## src/rtl/reset_sequencer.sv

```systemverilog
// ---------------------------------------------------------------------------
// reset_sequencer
//
// Purpose:
//   Stretches a reset source and releases NUM_CH downstream reset channels
//   one after another. Channel 0 is held for STRETCH_CYC edges after the
//   reset source drops. Each following channel is released GAP_CYC edges
//   after the one before it.
//
// Ports:
//   clk       in   single clock, rising edge
//   rst_i     in   synchronous active-high reset, primary reset source
//   sw_rst_i  in   synchronous software reset request (does not clear err_o)
//   ack_i     in   [NUM_CH] per-channel "out of reset" acknowledge
//   rst_o     out  [NUM_CH] per-channel stretched reset, active-high
//   busy_o    out  high while any rst_o bit is high
//   done_o    out  high once every channel is released (always ~busy_o)
//   err_o     out  sticky acknowledge-timeout flag
//
// Configuration:
//   RST_SEQ_ACK_EN  When defined, each release waits for that channel's
//                   acknowledge before the gap to the next channel starts.
//                   A missing ack is replaced by a timeout of ACK_TIMEOUT
//                   edges, which also sets err_o. When undefined, ack_i is
//                   ignored and err_o is tied low.
// ---------------------------------------------------------------------------
module reset_sequencer #(
    parameter int NUM_CH      = 4,
    parameter int STRETCH_CYC = 16,
    parameter int GAP_CYC     = 4,
    parameter int ACK_TIMEOUT = 255
) (
    input  logic              clk,
    input  logic              rst_i,
    input  logic              sw_rst_i,
    input  logic [NUM_CH-1:0] ack_i,
    output logic [NUM_CH-1:0] rst_o,
    output logic              busy_o,
    output logic              done_o,
    output logic              err_o
);

    localparam logic [15:0] STRETCH_LAST = 16'(STRETCH_CYC - 1);
    localparam logic [15:0] GAP_LAST     = 16'(GAP_CYC - 1);
    localparam logic [15:0] CNT_MAX      = 16'hFFFF;
    localparam logic [3:0]  LAST_IDX     = 4'(NUM_CH - 1);

    typedef enum logic [1:0] {
        ASSERT,
        WAIT,
        DONE
    } state_t;

    state_t            r_state;
    logic [15:0]       r_cnt;
    logic [3:0]        r_idx;
    logic [NUM_CH-1:0] r_rst;
    logic              r_busy;
    logic              r_done;

`ifdef RST_SEQ_ACK_EN
    localparam logic [15:0] TMO_LAST = 16'(ACK_TIMEOUT - 1);

    logic        r_ackPend;
    logic [15:0] r_tmo;
    logic        r_err;
    logic        w_ackSel;

    // Acknowledge of the most recently released channel (r_idx).
    always_comb begin
        w_ackSel = 1'b0;
        for (int k = 0; k < NUM_CH; k++) begin
            if (r_idx == 4'(k)) begin
                w_ackSel = ack_i[k];
            end
        end
    end
`else
    logic w_unusedAck;
    assign w_unusedAck = ^{ack_i, 16'(ACK_TIMEOUT)};
`endif

    // Sequencer FSM. In WAIT, r_idx is the last channel already released
    // and the gap counter runs toward releasing channel r_idx+1. With
    // acknowledge gating, r_ackPend holds the gap counter at zero until
    // the ack for channel r_idx arrives or its timeout expires; the final
    // channel's ack is what moves the state into DONE.
    always_ff @(posedge clk) begin
        if (rst_i) begin
            r_state <= ASSERT;
            r_cnt   <= 16'd0;
            r_idx   <= 4'd0;
            r_rst   <= '1;
            r_busy  <= 1'b1;
            r_done  <= 1'b0;
`ifdef RST_SEQ_ACK_EN
            r_ackPend <= 1'b0;
            r_tmo     <= 16'd0;
            r_err     <= 1'b0;
`endif
        end else if (sw_rst_i) begin
            r_state <= ASSERT;
            r_cnt   <= 16'd0;
            r_idx   <= 4'd0;
            r_rst   <= '1;
            r_busy  <= 1'b1;
            r_done  <= 1'b0;
`ifdef RST_SEQ_ACK_EN
            r_ackPend <= 1'b0;
            r_tmo     <= 16'd0;
`endif
        end else begin
            case (r_state)
                ASSERT: begin
                    if (r_cnt == STRETCH_LAST) begin
                        r_rst[0] <= 1'b0;
                        r_idx    <= 4'd0;
                        r_cnt    <= 16'd0;
`ifdef RST_SEQ_ACK_EN
                        r_ackPend <= 1'b1;
                        r_tmo     <= 16'd0;
                        r_state   <= WAIT;
                        if (NUM_CH == 1) begin
                            r_busy <= 1'b0;
                            r_done <= 1'b1;
                        end
`else
                        if (NUM_CH == 1) begin
                            r_state <= DONE;
                            r_busy  <= 1'b0;
                            r_done  <= 1'b1;
                        end else begin
                            r_state <= WAIT;
                        end
`endif
                    end else if (r_cnt != CNT_MAX) begin
                        r_cnt <= r_cnt + 16'd1;
                    end
                end

                WAIT: begin
`ifdef RST_SEQ_ACK_EN
                    if (r_ackPend) begin
                        if (w_ackSel || (r_tmo == TMO_LAST)) begin
                            if (!w_ackSel) begin
                                r_err <= 1'b1;
                            end
                            r_ackPend <= 1'b0;
                            r_tmo     <= 16'd0;
                            r_cnt     <= 16'd0;
                            if (r_idx == LAST_IDX) begin
                                r_state <= DONE;
                            end
                        end else if (r_tmo != CNT_MAX) begin
                            r_tmo <= r_tmo + 16'd1;
                        end
                    end else
`endif
                    begin
                        if (r_cnt == GAP_LAST) begin
                            for (int k = 1; k < NUM_CH; k++) begin
                                if (4'(k) == r_idx + 4'd1) begin
                                    r_rst[k] <= 1'b0;
                                end
                            end
                            r_idx <= r_idx + 4'd1;
                            r_cnt <= 16'd0;
                            if (r_idx + 4'd1 == LAST_IDX) begin
                                r_busy <= 1'b0;
                                r_done <= 1'b1;
`ifndef RST_SEQ_ACK_EN
                                r_state <= DONE;
`endif
                            end
`ifdef RST_SEQ_ACK_EN
                            r_ackPend <= 1'b1;
                            r_tmo     <= 16'd0;
`endif
                        end else if (r_cnt != CNT_MAX) begin
                            r_cnt <= r_cnt + 16'd1;
                        end
                    end
                end

                default: begin
                end
            endcase
        end
    end

    assign rst_o  = r_rst;
    assign busy_o = r_busy;
    assign done_o = r_done;
`ifdef RST_SEQ_ACK_EN
    assign err_o  = r_err;
`else
    assign err_o  = 1'b0;
`endif

endmodule
```

## config.mk

```make
export PLATFORM = sky130hd
export DESIGN_NAME = reset_sequencer
export DESIGN_NICKNAME = d
export VERILOG_FILES = /design/src/rtl/reset_sequencer.sv
export SDC_FILE = /design/constraint.sdc
export NUM_CORES = 1
export LEC_CHECK = 0
export ABC_CLOCK_PERIOD_IN_PS = 2430
export CORE_MARGIN = 4
export CORE_UTILIZATION = 45
export DETAILED_ROUTE_END_ITERATION = 10
export HOLD_SLACK_MARGIN = 0.1
export MAX_ROUTING_LAYER = met4
export PLACE_DENSITY_LB_ADDON = 0.08
export SYNTH_ARGS = -nofsm -noshare
export SYNTH_HDL_FRONTEND = slang
export SYNTH_SLANG_ARGS = --single-unit
```

## constraint.sdc

```tcl
create_clock -name clk -period 2.43 [get_ports clk]
set_input_delay 0.3645 -clock clk [delete_from_list [all_inputs] [get_ports clk]]
set_output_delay 0.3645 -clock clk [all_outputs]
set_load 0.01 [all_outputs]
```

==> impl_metrics.csv <==
group,metric,value,unit
critical_path,slowest_delay,0.42,ns
critical_path,worstSetupPathType,"flip-flop to flip-flop",
global_route,grt_pass1_wl,5690,um
cts,cts_tree,"done",
cts,cts-hold-fix-buffers,0,
synth,yosysMostFrequentCell,"dfxtp_1",
synth,synthTopCellsByArea,"dfxtp_1 (37%), nor2_1 (6.4%), ha_1 (4.3%), nand3_1 (3.8%), nor3_1 (3.4%)",
timing,setup_viol,0,
critical_path,startpoint,"r_cnt[0]",
critical_path,crit_required,2.65,ns
placed_design,portBuffers,8,
route,vias,1291,
synth,yosysSeqAreaShare,37.1,%
global_route,use_met2,25.7,%
die,die_area,4210,sq um
route,route.detailed.drc,0,
die,start_util,47.3,%
placed_design,place.gp.congestion,0.886,
synth,synth_top_area_cell,"dfxtp_1",
cells_and_area,area_growth,10.1,%
cts,cts_sinks,27,
die,die_w,64.9,um
timing,max_clock_freq,0.511,GHz
route,postRouteAntennaNets,0,
pwr,swShare,21.8,%
global_route,grt_pass1_vias,1220,
critical_path,regToRegSetupSlack,0.47,ns
global_route,grt_usage,17.2,%
critical_path,cp.depth,6,
die,core,3080,sq um
timing,setup_tns,0,ns
synth,syn-num-nets,188,
synth,synthDistinctLibCells,48,
synth,synth_ff_type,"dfxtp_1",
timing,whs,0.455,ns
cts,ctsHtreeMaxLevel,1,
route,wirelength,3180,um
timing,rsz0062_at_grt,"no",
synth,synth_edf_count,0,
timing,hold_viol_final,0,
outcome,outcome,"complete, no violations",
critical_path,worstPathArrival,2.17,ns
synth,synth_commonest_cells,"dfxtp_1 (27), nor2_1 (25), nand3_1 (11)",
critical_path,path_max_fanout,6,
die,row_count,20,
critical_path,start_kind,"flip-flop",
critical_path,timing.rr.start,"r_cnt[0]",
timing,layout_worst_path_cycle_share,80.5,%
placed_design,place_ws,0.513,ns
min_path,holdCritPathClass,"flip-flop to flip-flop",
cells_and_area,fill_cells,319,
cts,ctsRootBufferMaster,"clkbuf_4",
cells_and_area,n_antenna_cell,0,
global_route,grt_use_met1,23.8,%
critical_path,ff2ff_path_depth,6,
pwr,combPwrFrac,3.7,%
timing,setup_ws,0.473,ns
timing,layout_min_cycle_time,1.96,ns
pwr,powerDensity,415,nW/um^2
pwr,p_clk_share,29.2,%
critical_path,cp-end-kind,"flip-flop",
global_route,grt_busiest_layer,"met2",
pwr,p_seq_share,67.2,%
global_route,use_met3,2.08,%
route,viasPerCell,5.66,
route,drtPass1Iterations,4,
pwr,peakVddDrop,0.223,mV
cts,clk_pin_slew_worst_paths,0.14,ns
global_route,grt_max_degree,15,
cts,clock_path_buffers,2,
job,cap_violations,0,
critical_path,slowest_stage,"dfxtp_1",
placed_design,dpl.hpwl,2330,um
synth,synth-async-reset-ratio,0,%
cts,post-cts-setup-buffer-count,0,
timing,slew_violations,0,
critical_path,crit_buf_inv,0,
critical_path,critPathTopFamily,"simple AND/OR/NAND/NOR gates",
synth,synthCells,176,
route,routedWlPerCell,14.0,um
cts,cts_made_buffers,3,
global_route,gr-total-overflow,0,
synth,synth_top_cell_area_share,37.1,%
cells_and_area,fin_nets,197,
synth,synth_warnings,0,
pwr,p_leak,0.554,nW
cts,clock_latency,0.32,ns
critical_path,cp-endpoint,"r_cnt[12]",
synth,netlist_area,1460,sq um
pwr,cellInternalPower,519,uW
die,die_y,64.9,um
synth,syn_avg_cell_area,8.27,sq um
die,io_pins,14,
critical_path,path_cells,"ha_1 > nand3_1 > or2_1 > or3_1 > a21oi_1 > nor3_1",
pwr,p_sw,145,uW
critical_path,reg2reg_to,"r_cnt[12]",
global_route,antenna_found_initial,0,
cts,cts_resized,0,
route,drtIter0Drc,82,
synth,ys_seq_elements,27,
cells_and_area,layout-drive-gt1-share,7.61,%
timing,finalClockSkew,0.00884,ns
## cells in the final DEF, fill, tap and decap left out, types with 2 or more instances in the layout
cell,synthesis,final
dfxtp_1,27,27
nor2_1,25,25
nand3_1,11,11
nand2_1,10,10
nor3_1,10,10
a21oi_1,8,8
clkdlybuf4s50_1,0,8
inv_1,6,6
nor4_1,6,6
ha_1,5,5
buf_4,2,5
o21ai_1,4,4
xor2_1,4,4
and3_1,4,4
xnor2_1,4,4
a41oi_1,4,4
nor2b_1,3,3
nand4_1,3,3
o21ai_0,3,3
clkbuf_4,0,3
or3b_4,2,2
o211ai_1,2,2
or2_1,2,2
o21a_1,2,2
## stage by stage
step	cell area [sq um]	utilization [%]	power [mW]	std cells
after global routing	1600	52.0	0.704	228
after global placement	1580	51.2	0.480	224
final	1600	52.0	0.664	228
after floorplan	1460	-	0.470	176
after detailed placement	1580	51.2	0.480	224
after CTS	1600	52.0	0.678	228
## power groups by stage
| stage | Clock [mW] | Combinational, mW | Sequential (mW) |
|---|---|---|---|
| final | 0.194 | 0.0244 | 0.446 |
| after global placement | 0 | 0.0239 | 0.456 |
| after global routing | 0.230 | 0.0275 | 0.447 |
| after CTS | 0.207 | 0.0247 | 0.446 |
| after detailed placement | 0 | 0.0245 | 0.456 |
| after floorplan | 0 | 0.0150 | 0.455 |
## routing by layer
layer	vias up	wire length, um
li1	651	-
met1	598	1590
met2	40	1410
met3	2	168
met4	0	21
met5	-	0
## sequential cells by signal, summed over array words and instances, names as in the netlist
name and cells:
r_cnt 16, r_idx 4, rst_o 4, r_state 2, done_o 1
## logic make-up after synthesis
kind of cell               Yosys count  share of synthesized area, %
other                                1                         0.258
buffers and inverters               15                          5.16
DFF                                 27                          37.1
muxes                                1                         0.688
and+or+nand+nor                     83                          29.9
AOI/OAI and AO/OA                   36                          17.7
xor gates and xnor gates             8                          4.81
adders and majority gates            5                          4.30
## tightest hold or removal path: stages (launching register included)
cell and delay, ns:
dfxtp_1 0.34, nand2_1 0.05, nand2_1 0.04
## worst min path at each step
stage / start / endpoint / slack (ns) / cells after the start
floorplan: done_o / done_o / 0.47 / 2
global placement: done_o / done_o / 0.43 / 2
detailed placement: done_o / done_o / 0.44 / 2
CTS: done_o / done_o / 0.46 / 2
global route: done_o / done_o / 0.48 / 2
finish: done_o / done_o / 0.46 / 2
## final cells by class
class | count | area [sq um] | area share (%)
clock buffers | 4 | 26.3 | 1.64
multi-input cells | 134 | 840 | 52.4
repair buffers | 13 | 118 | 7.34
flip-flops and latches | 27 | 541 | 33.7
inverters | 6 | 22.5 | 1.41
well taps | 44 | 55.1 | 3.44
No activity file was read; power rests on OpenSTA's default activity.
